File: config.mk
export PLATFORM = sky130hd
export DESIGN_NAME = transpose_pingpong_4x4
export DESIGN_NICKNAME = d
export VERILOG_FILES = /design/src/rtl/transpose_pingpong_4x4.sv
export SDC_FILE = /design/constraint.sdc
export NUM_CORES = 1
export LEC_CHECK = 0
export ABC_CLOCK_PERIOD_IN_PS = 3900
export BUFFER_PORTS_ARGS = -buffer_cell sky130_fd_sc_hd__buf_2
export CAP_MARGIN = 40
export CORE_ASPECT_RATIO = 1.1
export CORE_MARGIN = 2
export CORE_UTILIZATION = 55
export DETAILED_ROUTE_END_ITERATION = 10
export HOLD_SLACK_MARGIN = 0.02
export PLACE_DENSITY = 0.87
export REMOVE_ABC_BUFFERS = 1
export SLEW_MARGIN = 15
export SYNTH_ARGS = -nofsm -noshare
export SYNTH_HDL_FRONTEND = slang
export SYNTH_SLANG_ARGS = --single-unit
File: constraint.sdc
create_clock -name clk -period 3.9 [get_ports clk]
set_input_delay 0 -clock clk [delete_from_list [all_inputs] [get_ports clk]]
set_output_delay 0 -clock clk [all_outputs]
set_load 0.01 [all_outputs]
File: src/rtl/transpose_pingpong_4x4.sv
// Ping-pong 4x4 transpose: rows fill one bank while columns of the other bank
// stream out; each bank's full flag hands it between the write and read sides.
module transpose_pingpong_4x4 #(
    parameter int DATA_WIDTH = 12
) (
    input  logic                    clk,
    input  logic                    reset,
    input  logic                    s_valid,
    output logic                    s_ready,
    input  logic [4*DATA_WIDTH-1:0] s_data,
    output logic                    m_valid,
    input  logic                    m_ready,
    output logic [4*DATA_WIDTH-1:0] m_data
);

    logic [DATA_WIDTH-1:0] mem_q [2][4][4];  // [bank][row][col]

    logic [1:0] full_q, full_d;
    logic       wr_bank_q, wr_bank_d;
    logic [1:0] wr_row_q, wr_row_d;
    logic       rd_bank_q, rd_bank_d;
    logic [1:0] rd_col_q, rd_col_d;
    logic       wr_fire, rd_fire;

    assign s_ready = ~full_q[wr_bank_q] & ~reset;
    assign m_valid = full_q[rd_bank_q];
    assign wr_fire = s_valid & s_ready;
    assign rd_fire = m_valid & m_ready;

    // The write side only touches an empty bank and the read side only a full
    // one, so both completions can land in the same cycle without conflict.
    always_comb begin
        // NOTE: every signal assigned here gets a default first so no latch is inferred.
        full_d    = full_q;
        wr_bank_d = wr_bank_q;
        wr_row_d  = wr_row_q;
        rd_bank_d = rd_bank_q;
        rd_col_d  = rd_col_q;
        if (wr_fire) begin
            wr_row_d = wr_row_q + 2'd1;
            if (wr_row_q == 2'd3) begin
                full_d[wr_bank_q] = 1'b1;
                wr_bank_d         = ~wr_bank_q;
            end
        end
        if (rd_fire) begin
            rd_col_d = rd_col_q + 2'd1;
            if (rd_col_q == 2'd3) begin
                full_d[rd_bank_q] = 1'b0;
                rd_bank_d         = ~rd_bank_q;
            end
        end
    end

    always_ff @(posedge clk or posedge reset) begin
        if (reset) begin
            full_q    <= 2'b00;
            wr_bank_q <= 1'b0;
            wr_row_q  <= 2'd0;
            rd_bank_q <= 1'b0;
            rd_col_q  <= 2'd0;
        end else begin
            // NOTE: state registers use non-blocking assignments so every flop samples pre-edge values.
            full_q    <= full_d;
            wr_bank_q <= wr_bank_d;
            wr_row_q  <= wr_row_d;
            rd_bank_q <= rd_bank_d;
            rd_col_q  <= rd_col_d;
        end
    end

    // NOTE: storage is not reset; the full flags alone decide when its contents are visible.
    always_ff @(posedge clk) begin
        if (wr_fire) begin
            for (int k = 0; k < 4; k++) begin
                mem_q[wr_bank_q][wr_row_q][k] <= s_data[k*DATA_WIDTH +: DATA_WIDTH];
            end
        end
    end

    always_comb begin
        m_data = '0;
        for (int i = 0; i < 4; i++) begin
            m_data[i*DATA_WIDTH +: DATA_WIDTH] = mem_q[rd_bank_q][i][rd_col_q];
        end
    end

endmodule

; Word level (Yosys, flattened, before mapping)
; Memory sizes are Yosys's and may differ from the RTL's.
; Index checks and enable logic that the tools add are counted.
[classes]
n_addsub = 2
mul = 0
div_mod_pow = 0
magnitude_cmp = 7
n_eq_ne = 2
shifts = 0
n_mux = 613
bitwise_logic = 588
reduce_logical = 5
[ops]
columns = op, count
row1 = $mux W192, 4
row2 = $mux W1, 583
row3 = $or A1 B1 Y1, 576
row4 = $demux W48 S2, 4
row5 = $mux W12, 9
row6 = $bmux W12 S2, 4
row7 = $mux W48, 1
row8 = $mux W36, 1
row9 = $mux W24, 1
row10 = $mux W2, 4
row11 = $ge A3 B3 Y1 const B, 2
row12 = $not A2 Y3, 2
row13 = $add A2 B1 Y2 const B, 2
row14 = $eq A2 B2 Y1 const B, 2
row15 = $lt A1 B2 Y1 const B, 2
row16 = $not A1 Y1, 4
row17 = $reduce_and A2 Y1, 2
row18 = $and A1 B1 Y1, 3
row19 = $logic_and A1 B1 Y1, 3
row20 = $lt A3 B1 Y1 const B, 1
row21 = $and A2 B2 Y2, 1
row22 = $demux W1 S1, 2
row23 = $ge A1 B1 Y1 const B, 2
row24 = $not A2 Y2, 1
row25 = $or A2 B2 Y2, 1
[word_totals]
reg_bits = 8
latchBits = 0
mem_bits_rw = 384
romBits = 0
inputBits = 52
out_inout_bits = 50
elab_cells = 1223
mem_count = 1
[memory_table]
columns = memory, words, width, rd, rd_clocked_by_memory_dff, wr, line_no
row1 = mem_q, 2, 192, 1, 0, 1, 16  ; logic [DATA_WIDTH-1:0] mem_q [2][4][4];

; Longest topological paths before layout
[depth]
depth_word = 10
depth_mapped = 6
mapped_depth_nobuf = 4

; Worst setup path after synthesis
; OpenSTA, ideal clock, no wires.
[synth_path]
path_kind = register to register
start = register wr_bank_q
end = memory mem_q[0][100] (netlist bit), enable pin
setup_time_ns = 0.459
arrival_ns = 3.402
required_ns = 3.441
slack_ns = 0.039
stages_incl_launch_ff = 6
path_buffers = 2
synth_period_minus_slack_ns = 3.861
path_cell_list = dfrtp_1 -> mux2i_2 -> and3_4 -> buf_8 -> buf_12 -> nor2b_1
[synth_via]
elab_chain_cells = 10
elab_cells_between_ends = 13
classes_between = mux: 7 / bitwise: 6
[synth_lines]
columns = item, line_no
row1 = start: declaration, 19  ; logic wr_bank_q, wr_bank_d;
row2 = start signal: assignment, 65  ; wr_bank_q <= wr_bank_d;
row3 = $mux W1 (not written as such) (2 in series), 25  ; assign s_ready = ~full_q[wr_bank_q] & ~reset;
row4 = $not A1 Y1, 25
row5 = $and A1 B1 Y1, 25
row6 = $and A1 B1 Y1, 27  ; assign wr_fire = s_valid & s_ready;
row7 = $mux W1, 74  ; if (wr_fire) begin
row8 = $mux W192 (not written as such), 76  ; mem_q[wr_bank_q][wr_row_q][k] <= s_data[k*DATA_WIDTH +: DATA_WIDTH];
row9 = $or A1 B1 Y1 (no source line) (3 in series), --
row10 = end: declaration, 16
; Parallel ways exist; a longest one is shown, timed or not. The select of a mux whose other input is x is not followed.

; Worst setup path after layout
[layout_path]
start = register wr_bank_q
end = memory mem_q[1][76] (netlist bit), enable pin
; Same word-level chain as after synthesis.

==> metrics <==
status finished, final reports clean; detail-routed via count per cell 6.02; H-tree depth 2; Row Count 67; cts bufs inserted 38; Worst-path clk slew 70 ps; Flop pwr share 0.419; Die X 172 µm; DRT iter0 DRCs 673; Seq/Total Area, Yosys 0.690; number of max-cap violations 0; leading area contributor after synthesis edfxtp_1; initial antenna violation count 0; worst hold-check path type primary input to flip-flop; Min Hold Slack 69.2 ps; syn avg cell area 22.0 µm²; CTS tree built; Slew HR 0.523; DRC 0; CP arrival 3280 ps; post-route design area 19600 µm²; Worst-Skew Late Latency 520 ps; fin nets 990; dpl hpwl 19500 µm; Final Cycle Share 0.800; total gr overflow 0; post-synthesis cell type count 27; dpl ws 858 ps; Buffers on Ports 101; post-synthesis register bit count 392; largest net degree at the start of global routing 60; Worst Path Max Fanout 32; Tot GR Track Use 0.221; Final min period 3120 ps; clock skew 9.58 ps; power density cells 648 nW/µm²; Synth area leaders edfxtp_1, mux4_2, mux2_2; actual slew at the worst max-slew pin 716 ps; Max Buffers Root-to-Sink 3; Vias 8278; max-slew violations 0; final wirelength 34900 µm; Die Footprint 32400 µm²; RSZ-0062 raised after global routing no; Top-Level Pins 102; layout cell share with drive strength beyond 1 0.504; nature of the critical path endpoint flip-flop; Sink Count 392; DR WL/cell 25.4 µm; Cells after Synth 775; Net Sw Frac 0.287; WS Path Type flip-flop to flip-flop; Psw 0.00364 W; routability cong. 0.709; Placement Cell Area 17900 µm²; crit start category flip-flop; fmax 0.321 GHz; first-pass GRT wire length 52400 µm; most frequent cells in the layout edfxtp_1, mux2_2, buf_2, mux4_2, dlygate4sd3_1; Initial Utilization 0.559; LEAKAGE 6.54 nW; ant diodes 0; cts repair resizes 0; count of final setup violators 0; Worst Path Required 4060 ps; DR pass1 iterations 7; postcts setup bufs 0; Clk network pwr share 0.274; final setup margin 780 ps; clock root buffer clkbuf_16; vias in the first global route 8743; commonest non-fill, non-tap cell in the layout edfxtp_1; fillers 1878; antenna viol nets, final 0; Syn Std Cell Area 17000 µm²; core area 30400 µm²; Internal 0.00905 W; post-synth top area share 0.678; PnR Total Power 0.0127 W; Synth Warn # 0; Logic pwr share 0.307; maximum VDD drop 0.512 mV; post-cts hold buffer count 51; Area Growth Syn to Fin 15.1%; Die Y 188 µm; Final Hold Vio Count 0
==> power by group through the flow <==
stage          combinational [W]  clock [W]  sequential (W)
6_report                 0.00390    0.00347         0.00531
5_1_grt                  0.00415    0.00367         0.00534
4_1_cts                  0.00395    0.00351         0.00531
3_5_place_dp             0.00383          0         0.00539
3_3_place_gp             0.00363          0         0.00548
2_1_floorplan            0.00249          0         0.00561
==> flip-flops by register name, indices dropped and copies added (netlist names) <==
register   cells
wr_bank_q      1
mem_q        384
rd_bank_q      1
full_q         2
rd_col_q       2
wr_row_q       2
==> critical path, cell delays in order, from the launching register on <==
cell,delay [ps]
dfrtp_1,800
mux2i_2,490
and3_4,480
and2_2,490
buf_4,480
==> kinds of logic (layout without fill, tap and decap cells) <==
family | after synthesis | in the layout | synth area share
mux | 292 | 292 | 0.268
xor+xnor | 3 | 3 | 0.00154
buf+inv | 59 | 245 | 0.0279
simple gates | 19 | 19 | 0.00743
compound gates | 5 | 5 | 0.00199
flops | 392 | 392 | 0.690
fa+ha+maj | 5 | 5 | 0.00368
==> cell type report <==
class | instances | area [µm²] | area share
flip-flops and latches | 392 | 11700 | 0.599
multi-input cells | 324 | 4840 | 0.247
repair buffers | 174 | 1300 | 0.0664
clock buffers | 52 | 1060 | 0.0544
well taps | 414 | 518 | 0.0264
clock inverters | 16 | 110 | 0.00562
inverters | 3 | 11.3 | 0.000575
==> metal layers <==
metal  global-route usage  vias up  routed length, µm
li1                     -     3534                  -
met1                0.293     4340              13600
met2                0.374      336              18100
met3               0.0382       68               2180
met4               0.0711        0               1090
met5                    0        -                  0
==> stage by stage <==
stage / instances / util / TNS, ps
floorplan: 719 / - / -74570
global placement: 1255 / 0.587 / 0
detailed placement: 1256 / 0.588 / 0
CTS: 1375 / 0.644 / 0
global route: 1375 / 0.644 / 0
finish: 1375 / 0.644 / 0
==> path summary, 6_finish.rpt <==
kind                       startpoint      endpoint  slack (ps)  cells after the start
max in group asynchronous       reset     rd_bank_q        3050                      4
setup reg to reg            wr_bank_q  mem_q[1][76]         780                      4
min in group asynchronous       reset     wr_bank_q         560                      4
hold reg to reg             full_q[0]     full_q[0]         590                      2
setup / recovery            wr_bank_q  mem_q[1][76]         780                      4
hold / removal                s_valid   wr_row_q[0]          70                      4
==> cell usage after synthesis <==
cell type,number
edfxtp_1,384
mux2_2,145
mux4_2,96
mux2_4,50
clkbuf_1,23
buf_6,13
dfrtp_1,8
buf_2,7
buf_12,6
and2_1,5
ha_1,5
buf_4,4
nor2b_1,4
and3_4,3
buf_8,3
inv_1,3
nand2_1,3
xnor2_1,3
o21ai_0,2
a22o_1,1
a31oi_1,1
a41oi_1,1
and3_1,1
mux2i_2,1
nand3_1,1
nand3_2,1
nor2_1,1
Note: power is estimated with default switching activity, not from simulation.
